[config.mk]
export PLATFORM = sky130hd
export DESIGN_NAME = updown_counter_display
export DESIGN_NICKNAME = d
export VERILOG_FILES = /design/src/rtl/updown_counter_display.sv
export SDC_FILE = /design/constraint.sdc
export NUM_CORES = 1
export LEC_CHECK = 0
export ABC_AREA = 1
export BUFFER_PORTS_ARGS = -buffer_cell sky130_fd_sc_hd__buf_2
export CORE_MARGIN = 1
export CORE_UTILIZATION = 35
export CTS_BUF_LIST = sky130_fd_sc_hd__clkbuf_16
export DETAILED_ROUTE_END_ITERATION = 8
export PLACE_DENSITY_LB_ADDON = 0.15
export SETUP_SLACK_MARGIN = 0.2
export SLEW_MARGIN = 5
export SYNTH_ARGS = -nofsm -noshare
export SYNTH_HDL_FRONTEND = slang
export SYNTH_SLANG_ARGS = --single-unit
[constraint.sdc]
create_clock -name clk -period 1.8 [get_ports clk]
set_input_delay 0.36 -clock clk [delete_from_list [all_inputs] [get_ports clk]]
set_output_delay 0.36 -clock clk [all_outputs]
set_load 0.03 [all_outputs]
[src/rtl/updown_counter_display.sv]
// Push-button up/down counter with load, wrap/saturate limits and a
// sequential double-dabble converter driving active-low seven-segment digits.
module updown_counter_display #(
    parameter int N         = 6,
    parameter int DIGITS    = 2,
    parameter int DB_CYCLES = 16
) (
    input  logic                  clk,
    input  logic                  rst,
    input  logic                  incr,
    input  logic                  decr,
    input  logic                  load,
    input  logic                  sat_mode,
    input  logic [N-1:0]          countEntr,
    output logic [N-1:0]          countSal,
    output logic                  zero,
    output logic                  full,
    output logic [7*DIGITS-1:0]   segs,
    output logic                  busy,
    output logic [1:0]            dbg_state
);

    localparam int CW = (DB_CYCLES > 2) ? $clog2(DB_CYCLES) : 1;
    localparam int IW = (N > 1) ? $clog2(N) : 1;
    localparam int BW = 4 * DIGITS;
    localparam logic [N-1:0] MAX_COUNT = '1;
    localparam logic [6:0] SEG_DASH = 7'b0111111;
    localparam logic [6:0] SEG_ZERO = 7'b1000000;

    function automatic logic [63:0] pow10(input int d);
        logic [63:0] r;
        r = 64'd1;
        for (int i = 0; i < d; i++) r = r * 64'd10;
        return r;
    endfunction

    localparam logic [63:0] LIMIT = pow10(DIGITS) - 64'd1;

    function automatic logic [6:0] seg7(input logic [3:0] d);
        case (d)
            4'd0:    seg7 = 7'b1000000;
            4'd1:    seg7 = 7'b1111001;
            4'd2:    seg7 = 7'b0100100;
            4'd3:    seg7 = 7'b0110000;
            4'd4:    seg7 = 7'b0011001;
            4'd5:    seg7 = 7'b0010010;
            4'd6:    seg7 = 7'b0000010;
            4'd7:    seg7 = 7'b1111000;
            4'd8:    seg7 = 7'b0000000;
            4'd9:    seg7 = 7'b0010000;
            default: seg7 = SEG_DASH;
        endcase
    endfunction

    // Button path: index 0 = incr, index 1 = decr.
    logic [1:0]    raw;
    logic [1:0]    sync1, sync2, deb, deb_q, pulse;
    logic [CW-1:0] db_cnt [2];

    assign raw = {decr, incr};

    always_ff @(posedge clk or negedge rst) begin
        if (!rst) begin
            sync1 <= '0;
            sync2 <= '0;
            deb   <= '0;
            deb_q <= '0;
            pulse <= '0;
            for (int i = 0; i < 2; i++) db_cnt[i] <= '0;
        end else begin
            sync1 <= raw;
            sync2 <= sync1;
            deb_q <= deb;
            pulse <= deb & ~deb_q;
            for (int i = 0; i < 2; i++) begin
                // A disagreeing level must persist DB_CYCLES cycles in a row.
                if (sync2[i] != deb[i]) begin
                    if (db_cnt[i] == CW'(DB_CYCLES - 1)) begin
                        deb[i]    <= sync2[i];
                        db_cnt[i] <= '0;
                    end else begin
                        db_cnt[i] <= db_cnt[i] + CW'(1);
                    end
                end else begin
                    db_cnt[i] <= '0;
                end
            end
        end
    end

    always_ff @(posedge clk or negedge rst) begin
        if (!rst) begin
            countSal <= '0;
        end else if (load) begin
            countSal <= countEntr;
        end else if (pulse[0] && !pulse[1]) begin
            if (countSal == MAX_COUNT) countSal <= sat_mode ? countSal : '0;
            else                       countSal <= countSal + N'(1);
        end else if (pulse[1] && !pulse[0]) begin
            if (countSal == '0) countSal <= sat_mode ? countSal : MAX_COUNT;
            else                countSal <= countSal - N'(1);
        end
    end

    assign zero = (countSal == '0);
    assign full = (countSal == MAX_COUNT);

    typedef enum logic [1:0] {IDLE = 2'd0, SHIFT = 2'd1, DONE = 2'd2} state_t;

    state_t          state;
    logic [N-1:0]    shadow;
    logic [N-1:0]    sr;
    logic [BW-1:0]   bcd;
    logic [BW-1:0]   bcd_adj;
    logic [IW-1:0]   iter;
    logic            overflow;
    logic [7*DIGITS-1:0] seg_next;

    always_comb begin
        bcd_adj = '0;
        for (int k = 0; k < DIGITS; k++)
            bcd_adj[4*k +: 4] = (bcd[4*k +: 4] >= 4'd5) ? bcd[4*k +: 4] + 4'd3 : bcd[4*k +: 4];
    end

    // Out-of-range values blank to dashes; the truncated BCD is ignored then.
    assign overflow = (64'(shadow) > LIMIT);

    always_comb begin
        seg_next = '0;
        for (int k = 0; k < DIGITS; k++)
            seg_next[7*k +: 7] = overflow ? SEG_DASH : seg7(bcd[4*k +: 4]);
    end

    always_ff @(posedge clk or negedge rst) begin
        if (!rst) begin
            state  <= IDLE;
            shadow <= '0;
            sr     <= '0;
            bcd    <= '0;
            iter   <= '0;
            segs   <= {DIGITS{SEG_ZERO}};
        end else begin
            case (state)
                IDLE: begin
                    if (countSal != shadow) begin
                        shadow <= countSal;
                        sr     <= countSal;
                        bcd    <= '0;
                        iter   <= '0;
                        state  <= SHIFT;
                    end
                end
                SHIFT: begin
                    bcd <= {bcd_adj[BW-2:0], sr[N-1]};
                    sr  <= sr << 1;
                    if (iter == IW'(N - 1)) begin
                        state <= DONE;
                    end else begin
                        iter <= iter + IW'(1);
                    end
                end
                DONE: begin
                    segs  <= seg_next;
                    state <= IDLE;
                end
                default: state <= IDLE;
            endcase
        end
    end

    assign busy      = (state != IDLE);
    assign dbg_state = state;

endmodule

==> summary.txt, run 1 <==
Slew Limit Fails: 0
max cap viols: 0
ANT cells: 0
syn_area_per_cell: 7.98 um^2
Pwr Density: 1620 nW/um^2
clk buf depth: 2
RSZ-0062 raised after global routing: yes
CTS tree: done
leakage: 2.18 nW
Max transition margin: 0.717
CTS Sinks: 63
Worst-Skew Late Latency: 0.32 ns
PnR worst setup slack: 0.0792 ns
Post-Synth XOR/XNOR Area: 0.0291
Synth area leader: dfrtp_1
vias in the first global route: 2646
Synth Area in Compound Gates: 0.0846
Async SR Flop Fraction: 1.00
cell area after synthesis: 3310 um^2
Mapped Cells: 415
largest net degree at the start of global routing: 64
register area share after synthesis: 0.477
synth warn: 0
Routed WL: 7260 um
DRC violations left: 0
Setup CP Type: register to primary output
Post-Route Setup TNS: 0 ns
Post-Syn Nets: 444
Overflow after GRT: 0
DR iter-0 viols: 117
status: finished, final reports clean
IO Port Bufs: 36
Hold-fix buffers, CTS: 0
layout cell share with drive strength beyond 1: 0.243
Top Ports: 37
Yosys top cell area share: 0.461
post-route ant nets: 0
Die Wd: 99.3 um
Synth cell types: 26
vias after detailed routing: 2846
Wirelength per Cell: 12.2 um
post-synthesis mux area share: 0
initial antenna violation count: 0
Synth Area in Simple Gates: 0.275
Die Y: 99.3 um
min-delay worst type: input port to asynchronous set/reset pin
top post-synthesis cells by count: nand2_1, dfrtp_1, nand3_1
critical-path maximum fanout: 4
Post-synth EDFFs: 0
Clock transition at path regs: 0.05 ns
Via-to-Cell Ratio: 4.78
CP Launch Type: register
HPWL after DPL: 4910 um
Placer Congestion: 0.884
TritonCTS Buffers: 9
top cells by area, synth: dfrtp_1, nand2_1, nand3_1
first-pass GRT wire length: 12600 um
pre-CTS setup slack: 0.138 ns
core area: 9200 um^2
row count: 35
min Tclk post-route: 1.72 ns
actual slew at the worst max-slew pin: 0.421 ns
fmax: 581 MHz
top-count cell post-synth: nand2_1
fin nets: 509
CTS H-tree depth: 3
setup violators final: 0
Yosys reg bits: 63
worst vdd ir: 0.606 mV
die area: 9860 um^2
combinational family with the most area after synthesis: simple AND/OR/NAND/NOR gates
Layout fillers: 913
Final Skew: 0.00618 ns
adder-cell share of the synthesized area: 0.0642
critical path arrival: 1.36 ns
ys flop type: dfrtp_1
drt first pass iters: 4
Initial Utilization: 0.360
CTS root buf: clkbuf_16
Final Cycle Share: 0.956
Worst EP required: 1.44 ns
All-Layer GR Usage: 0.161
final hold violations: 0
Area growth syn-to-layout: 29.0%
Crit. End Element: primary output
-- path summary, 6_finish.rpt --
path                                  start          end  slack, ns  depth (start not counted)
worst min register to register     sync1[1]     sync2[1]       0.34                          0
worst max-delay path            countSal[0]         full       0.08                          5
worst max register to register  countSal[0]        sr[3]       0.14                         10
max in group asynchronous               rst      segs[6]       1.43                          2
min in group clk                       decr     sync1[1]       0.15                          1
worst min-delay path                    rst  countSal[3]       0.03                          2
-- metal layers --
metal,global-route usage,share of wire,up-vias,routed length (um)
met2,0.247,0.44,33,3200
met3,0.0260,0.023,7,164
met1,0.226,0.52,1337,3790
met4,0.0701,0.014,0,99
li1,-,-,1469,-
met5,0,0,-,0
-- cell families after synthesis --
group	after synthesis
and+or+nand+nor	216
AOI/OAI and AO/OA	51
adders and majority gates	17
buffers and inverters	57
xor gates and xnor gates	11
DFF	63
-- critical path, stage by stage (launching register included) --
cell	delay, ns
dfrtp_2	0.43
buf_4	0.15
ha_4	0.13
nand3_4	0.08
nor2_4	0.11
buf_6	0.14
-- layout make-up --
cell class	count	area, um^2	area share
Clock buffer	9	225	0.0527
Clock inverter	7	80.1	0.0187
Inverter	45	184	0.0430
Multi-Input combinational cell	295	1610	0.377
Sequential cell	63	1590	0.371
Tap cell	111	139	0.0325
Timing Repair Buffer	66	452	0.106
-- sequential cells by signal, indices dropped and copies added, names as in the netlist --
signal	count
sr	6
db_cnt	8
pulse	2
sync2	2
bcd	8
segs	14
deb	2
dbg_state	2
iter	3
sync1	2
shadow	6
countSal	6
deb_q	2
-- timing repair --
| action | in CTS | in global routing |
|---|---|---|
| buffers inserted | 11 | 4 |
| resized for setup | 27 | 9 |
| pin swaps | 6 | 1 |
| setup endpoints to repair | 9 | 34 |
| gates cloned | 1 | 0 |
-- power by group --
group          total, mW  internal [mW]  switching (mW)
combinational       2.88           1.08            1.81
sequential          2.24           1.89           0.353
clock               1.79           1.19           0.602
total               6.91           4.15            2.76
-- cell usage in the layout (no fill, tap or decap), drive strengths merged, types with 8 or more instances in the layout --
cell	Yosys	routed
buf	6	66
o21ai	28	28
nand2	110	110
clkbuf	6	9
nand3	52	52
ha	17	17
a21oi	13	13
xor2	8	8
o211ai	8	8
dfrtp	61	61
inv	44	45
nor2	42	42
-- metrics by stage --
step / utilization / power, mW / hold slack, ns / cell area (um^2) / instances
after floorplan: - / 4.23 / 0.0644 / 3380 / 415
after global placement: 0.406 / 4.93 / 0.333 / 3740 / 564
final: 0.465 / 6.91 / 0.0296 / 4280 / 596
after CTS: 0.459 / 6.93 / 0.0654 / 4220 / 592
after global routing: 0.465 / 7.51 / 0.0946 / 4280 / 596
after detailed placement: 0.406 / 4.96 / 0.336 / 3740 / 564
Note: power is estimated with default switching activity, not from simulation.
==> inputs of run 2 (changes only) <==
--- a/config.mk
+++ b/config.mk
@@ -6,7 +6,7 @@
 export NUM_CORES = 1
 export LEC_CHECK = 0
 export ABC_AREA = 1
-export BUFFER_PORTS_ARGS = -buffer_cell sky130_fd_sc_hd__buf_2
+export BUFFER_PORTS_ARGS = -buffer_cell sky130_fd_sc_hd__buf_4
 export CORE_MARGIN = 1
 export CORE_UTILIZATION = 35
 export CTS_BUF_LIST = sky130_fd_sc_hd__clkbuf_16
==> run 2 against run 1 <==
Combinational power rose by 4%. Clock skew fell by 0.00086 ns. Critical endpoint is now zero. Sequential share of layout area fell by 0.30 points. Power fell by 0.20%. Worst hold slack got worse by 0.0078 ns. Critical path type unchanged.
==> summary.txt, run 2 (synthesis results as in run 1) <==
status: finished, final reports clean (unchanged)
fmax: 576 MHz (was 581 MHz)
RSZ-0062 raised after global routing: yes (unchanged)
DR iter-0 viols: 143 (was 117)
actual slew at the worst max-slew pin: 0.497 ns (was 0.421 ns)
IO Port Bufs: 36 (unchanged)
Pwr Density: 1600 nW/um^2 (was 1620 nW/um^2)
initial antenna violation count: 0 (unchanged)
max cap viols: 0 (unchanged)
Die Y: 99.3 um (unchanged)
pre-CTS setup slack: 0.109 ns (was 0.138 ns)
Worst EP required: 1.44 ns (about the same)
first-pass GRT wire length: 12400 um (was 12600 um)
family with the most delay on the worst path: flip-flops (unchanged)
HPWL after DPL: 4980 um (was 4910 um)
Top Ports: 37 (unchanged)
Overflow after GRT: 0 (unchanged)
row count: 35 (unchanged)
Die Wd: 99.3 um (unchanged)
number of flip-flops in the largest register: 14 (unchanged)
power after layout: 6.90 mW (was 6.91 mW)
DRC violations left: 0 (unchanged)
cell mode on critical path: inv_2
hold_ws: 0.0218 ns (was 0.0296 ns)
TritonCTS Buffers: 9 (unchanged)
vias in the first global route: 2717 (was 2646)
slowest CP cell: dfrtp_2 (unchanged)
Int Power: 4.13 mW (was 4.15 mW)
vias after detailed routing: 2813 (was 2846)
proportion of power drawn by the clock network: 0.237 (was 0.259)
largest net degree at the start of global routing: 64 (unchanged)
placed insts: 563 (was 564)
CP peak stage delay: 0.48 ns (was 0.43 ns)
Crit. End Element: primary output (unchanged)
Top Registers: segs: 14 flops, bcd: 8 flops, db_cnt: 8 flops (unchanged)
Clock transition at path regs: 0.06 ns (was 0.05 ns)
PnR worst setup slack: 0.0651 ns (was 0.0792 ns)
Initial Utilization: 0.360 (unchanged)
Hold-fix buffers, CTS: 0 (unchanged)
CTS tree: done (unchanged)
worst vdd ir: 0.549 mV (was 0.606 mV)
Logic pwr share: 0.434 (was 0.417)
die area: 9860 um^2 (unchanged)
switching share of power: 0.402 (was 0.399)
layout cell share with drive strength beyond 1: 0.247 (was 0.243)
Area growth syn-to-layout: 30.5% (was 29.0%)
Wirelength per Cell: 12.7 um (was 12.2 um)
ANT cells: 0 (unchanged)
CP Launch Type: register (unchanged)
Largest Register: segs (unchanged)
Routed WL: 7480 um (was 7260 um)
Via-to-Cell Ratio: 4.78 (about the same)
setup violators final: 0 (unchanged)
commonest cells after routing, fill and taps aside: nand2_1, dfrtp_1, buf_4, nand3_1, inv_1 (was nand2_1, dfrtp_1, nand3_1, inv_1, nor2_1)
min-delay worst type: input port to asynchronous set/reset pin (unchanged)
post-route ant nets: 0 (unchanged)
Setup CP Type: register to primary output (unchanged)
CTS H-tree depth: 3 (unchanged)
Placer Congestion: 0.853 (was 0.884)
critical-path maximum fanout: 4 (unchanged)
CTS Sinks: 63 (unchanged)
Final Cycle Share: 0.964 (was 0.956)
CP cell instances: inv_8, ha_4, inv_2, nor2_4, nand3_2, inv_2, buf_6 (was buf_4, ha_4, nand3_4, nor2_4, buf_6)
drt first pass iters: 4 (unchanged)
Worst-Skew Late Latency: 0.32 ns (about the same)
Max transition margin: 0.668 (was 0.717)
All-Layer GR Usage: 0.160 (was 0.161)
Final Skew: 0.00531 ns (was 0.00618 ns)
CTS root buf: clkbuf_16 (unchanged)
fin nets: 502 (was 509)
Net Switching: 2.77 mW (was 2.76 mW)
commonest non-fill, non-tap cell in the layout: nand2_1 (unchanged)
Flop pwr share: 0.329 (was 0.324)
Cell Count, Final, Fillers Out: 589 (was 596)
clk buf depth: 2 (unchanged)
Critical path buffers and inverters: 4 (was 2)
leakage: 2.17 nW (was 2.18 nW)
min Tclk post-route: 1.73 ns (was 1.72 ns)
final hold violations: 0 (unchanged)
critical path arrival: 1.37 ns (was 1.36 ns)
core area: 9200 um^2 (unchanged)
Slew Limit Fails: 0 (unchanged)
## run 2: cell types whose count changed in the layout (fill, tap and decap cells not counted), moves of 2 or more
cell     before  now
nor2_4        3    5
dfrtp_1      56   52
buf_4        26   51
dfrtp_2       5    9
buf_2        33    0
## run 2: final cells by class
class	count	area [um^2]
fillers	915	4870
multi-input cells	295	1630
flip-flops and latches	63	1590
repair buffers	59	499
clock buffers	9	225
inverters	45	181
well taps	111	139
clock inverters	7	55.1
## run 2: path summary, 6_finish.rpt
check / to / startpoint / slack, ns / depth (start not counted)
worst max-delay path: zero / countSal[0] / 0.07 / 7
worst min-delay path: sr[2] / rst / 0.02 / 2
worst max register to register: countSal[1] / countSal[0] / 0.08 / 13
worst min register to register: sync2[1] / sync1[1] / 0.35 / 0
max in group asynchronous: segs[6] / rst / 1.44 / 2
min in group clk: sync1[0] / incr / 0.15 / 1
## run 2: what timing repair did
action                                  4_1_cts  5_1_grt
pin swaps                                     3        3
endpoints found under the setup margin        9       32
gates cloned                                  0        1
buffers inserted                              6        3
gates resized for setup                      15       25
## run 2: power groups by stage
| stage | Sequential, mW | Clock [mW] | Combinational [mW] |
|---|---|---|---|
| 3_3_place_gp | 2.27 | 0 | 2.78 |
| 6_report | 2.27 | 1.64 | 2.99 |
| 2_1_floorplan | 2.56 | 0 | 1.67 |
| 3_5_place_dp | 2.28 | 0 | 2.78 |
| 4_1_cts | 2.26 | 1.68 | 2.85 |
| 5_1_grt | 2.34 | 1.74 | 3.38 |
## run 2: routing by layer
layer / wire (um) / GRT usage / vias to the layer above / share of wire
met2: 3540 / 0.260 / 40 / 0.47
li1: - / - / 1451 / -
met1: 3670 / 0.210 / 1313 / 0.49
met4: 85 / 0.0645 / 0 / 0.011
met3: 186 / 0.0302 / 9 / 0.025
met5: 0 / 0 / - / 0
## run 2: per-stage QoR
step	cell area [um^2]	TNS, ns	util
floorplan	3380	0	-
global placement	3820	0	0.415
detailed placement	3820	0	0.415
CTS	4200	0	0.457
global route	4320	-0.00116	0.470
finish	4320	0	0.470
==> inputs of run 3 (changes only) <==
--- a/config.mk
+++ b/config.mk
@@ -11,6 +11,7 @@
 export CORE_UTILIZATION = 35
 export CTS_BUF_LIST = sky130_fd_sc_hd__clkbuf_16
 export DETAILED_ROUTE_END_ITERATION = 8
+export MAX_ROUTING_LAYER = met4
 export PLACE_DENSITY_LB_ADDON = 0.15
 export SETUP_SLACK_MARGIN = 0.2
 export SLEW_MARGIN = 5
==> constraint.sdc (replaced) <==
create_clock -name clk -period 2.1 [get_ports clk]
set_input_delay 0.42 -clock clk [delete_from_list [all_inputs] [get_ports clk]]
set_output_delay 0.42 -clock clk [all_outputs]
set_load 0.03 [all_outputs]
==> run 3 against run 2 <==
Power is 19% lower. Worst setup slack better by 0.18 ns. First-iteration DRC count up 17%. Final cell count shrank 0.85%. Sequential power fell by 14%. Worst hold slack better by 0.18 ns. Core utilization shrank 2.4 points. Die area did not move. Wire length fell by 7.5%. Final area is 5.1% lower. Sequential share of layout area is 1.8 points higher. Critical path type unchanged.
==> summary.txt, run 3 (synthesis results as in run 1) <==
status: finished, final reports clean (unchanged)
Setup CP Type: register to primary output (unchanged)
max cap viols: 0 (unchanged)
min Tclk post-route: 1.86 ns
CP cell instances: inv_4, ha_1, inv_1, nor2_2, nand3_2, inv_2, buf_6 (was inv_8, ha_4, inv_2, nor2_4, nand3_2, inv_2, buf_6)
Placer Congestion: 0.879 (was 0.853)
DR WL met2: 3090 um (was 3540 um)
hold_ws: 0.205 ns (was 0.0218 ns)
Hold Path Cell Cnt: 1
Overflow after GRT: 0 (unchanged)
IO Port Bufs: 36 (unchanged)
Via-to-Cell Ratio: 4.85 (was 4.78)
placed insts: 559 (was 563)
met1 wire length: 3510 um (was 3670 um)
Routed WL: 6920 um (was 7480 um)
vias in the first global route: 2592 (was 2717)
commonest cells after routing, fill and taps aside: nand2_1, dfrtp_1, buf_4, nand3_1, inv_1 (unchanged)
Layout fillers: 928 (was 915)
CTS Sinks: 63 (unchanged)
critical-path maximum fanout: 4 (unchanged)
Final Skew: 0.00473 ns (was 0.00531 ns)
initial antenna violation count: 0 (unchanged)
All-Layer GR Usage: 0.160 (about the same)
Slew Limit Fails: 0 (unchanged)
Top Ports: 37 (unchanged)
Cell Count, Final, Fillers Out: 584 (was 589)
Seq. cell area: 1580 um^2 (was 1590 um^2)
Top Registers: segs: 14 flops, bcd: 8 flops, db_cnt: 8 flops (unchanged)
worst vdd ir: 0.445 mV (was 0.549 mV)
number of flip-flops in the largest register: 14 (unchanged)
slowest CP cell: dfrtp_2 (unchanged)
DR iter-0 viols: 168 (was 143)
Wirelength per Cell: 11.8 um (was 12.7 um)
CP Launch Type: register (unchanged)
Final Cycle Share: 0.884
core area: 9200 um^2 (unchanged)
row count: 35 (unchanged)
CTS H-tree depth: 3 (unchanged)
power after layout: 5.57 mW (was 6.90 mW)
critical path arrival: 1.44 ns (was 1.37 ns)
Largest Register: segs (unchanged)
Initial Utilization: 0.360 (unchanged)
Die Wd: 99.3 um (unchanged)
PnR worst setup slack: 0.245 ns (was 0.0651 ns)
Die Y: 99.3 um (unchanged)
pre-CTS setup slack: 0.243 ns (was 0.109 ns)
fmax: 539 MHz
largest net degree at the start of global routing: 50 (was 64)
drt first pass iters: 6 (was 4)
cells on worst reg2reg path: 13 (unchanged)
TritonCTS Buffers: 9 (unchanged)
min-delay worst type: input port to register (was input port to asynchronous set/reset pin)
CP peak stage delay: 0.44 ns (was 0.48 ns)
Crit. End Element: primary output (unchanged)
RR Startpoint: countSal[0] (unchanged)
area of the multi-input gates: 1530 um^2 (was 1630 um^2)
commonest non-fill, non-tap cell in the layout: nand2_1 (unchanged)
Hold Startpoint: incr
met3 routed WL: 275 um (was 186 um)
Hold EP: sync1[0]
CTS root buf: clkbuf_16 (unchanged)
HPWL after DPL: 4950 um (was 4980 um)
die area: 9860 um^2 (unchanged)
Worst-Skew Late Latency: 0.32 ns (about the same)
first-pass GRT wire length: 12200 um (was 12400 um)
Pwr Density: 1360 nW/um^2 (was 1600 nW/um^2)
ANT cells: 0 (unchanged)
final hold violations: 0 (unchanged)
R2R Path End: countSal[5] (was countSal[1])
RSZ-0062 raised after global routing: no (was yes)
setup violators final: 0 (unchanged)
layout cell share with drive strength beyond 1: 0.188 (was 0.247)
leakage: 2.12 nW (was 2.17 nW)
clk buf depth: 2 (unchanged)
Max transition margin: 0.704 (was 0.668)
Clock transition at path regs: 0.05 ns (was 0.06 ns)
actual slew at the worst max-slew pin: 0.441 ns (was 0.497 ns)
DRC violations left: 0 (unchanged)
Worst EP required: 1.68 ns (was 1.44 ns)
fin nets: 497 (was 502)
Top Layer Used: met4 (unchanged)
Post-Route Setup TNS: 0 ns (unchanged)
post-route ant nets: 0 (unchanged)
flop2flop setup slack: 0.29 ns (was 0.08 ns)
Area growth syn-to-layout: 23.9% (was 30.5%)
CTS tree: done (unchanged)
vias after detailed routing: 2832 (was 2813)
run 3: cell types whose count changed in the layout (fill, tap and decap cells not counted), moves of 3 or more:
cell and change:
inv_1 +4, nor2_1 +3, ha_1 +3, nor2_4 -4, clkinv_1 -3, buf_6 -4, dfrtp_2 -7, dfrtp_1 +7
nand3_1 +3, nand2_1 +4
run 3: layout make-up:
cell class	instances	share of cell area
Clock buffer	9	0.0549
Tap cell	111	0.0338
Clock inverter	7	0.00823
Sequential cell	63	0.385
Inverter	45	0.0418
Timing Repair Buffer	54	0.103
Multi-Input combinational cell	295	0.373
run 3: critical path, delay by kind of cell, from the launching register on:
kind / cells / cell delay [ns]
flip-flops: 1 / 0.44
buffers and inverters: 4 / 0.29
AND/OR/NAND/NOR: 2 / 0.25
adder cells (fa/ha/maj): 1 / 0.14
run 3: what timing repair did:
| action | in CTS | in global routing |
|---|---|---|
| gates resized for setup | 5 | 7 |
| pin swaps | 0 | 1 |
| setup endpoints to repair | 2 | 8 |
| setup buffers | 8 | 0 |
| hold endpoints to repair | 14 | 0 |
| hold buffers | 1 | 0 |
run 3: worst max-delay path by stage:
stage                      from     endpoint  depth (start not counted)
floorplan           countSal[0]         zero                          7
global placement    countSal[0]  countSal[5]                         11
detailed placement  countSal[0]  countSal[4]                         11
CTS                 countSal[1]         zero                          7
global route        countSal[0]  countSal[0]                         13
finish              countSal[0]         zero                          7
run 3: report_power, final:
part | internal, mW | leakage [nW] | switching (mW)
clock network | 0.777 | 0.139 | 0.499
logic | 0.907 | 1.20 | 1.44
registers | 1.61 | 0.782 | 0.337
total | 3.30 | 2.12 | 2.27
run 3: layer usage:
layer / up-vias / global-route usage
li1: 1440 / -
met1: 1336 / 0.222
met2: 52 / 0.230
met3: 4 / 0.0281
met4: 0 / 0.0667
met5: - / -
run 3: metrics by stage:
step	area, um^2	utilization
5_1_grt	4100	0.446
2_1_floorplan	3320	-
6_report	4100	0.446
3_3_place_gp	3740	0.407
3_5_place_dp	3740	0.407
4_1_cts	4080	0.444
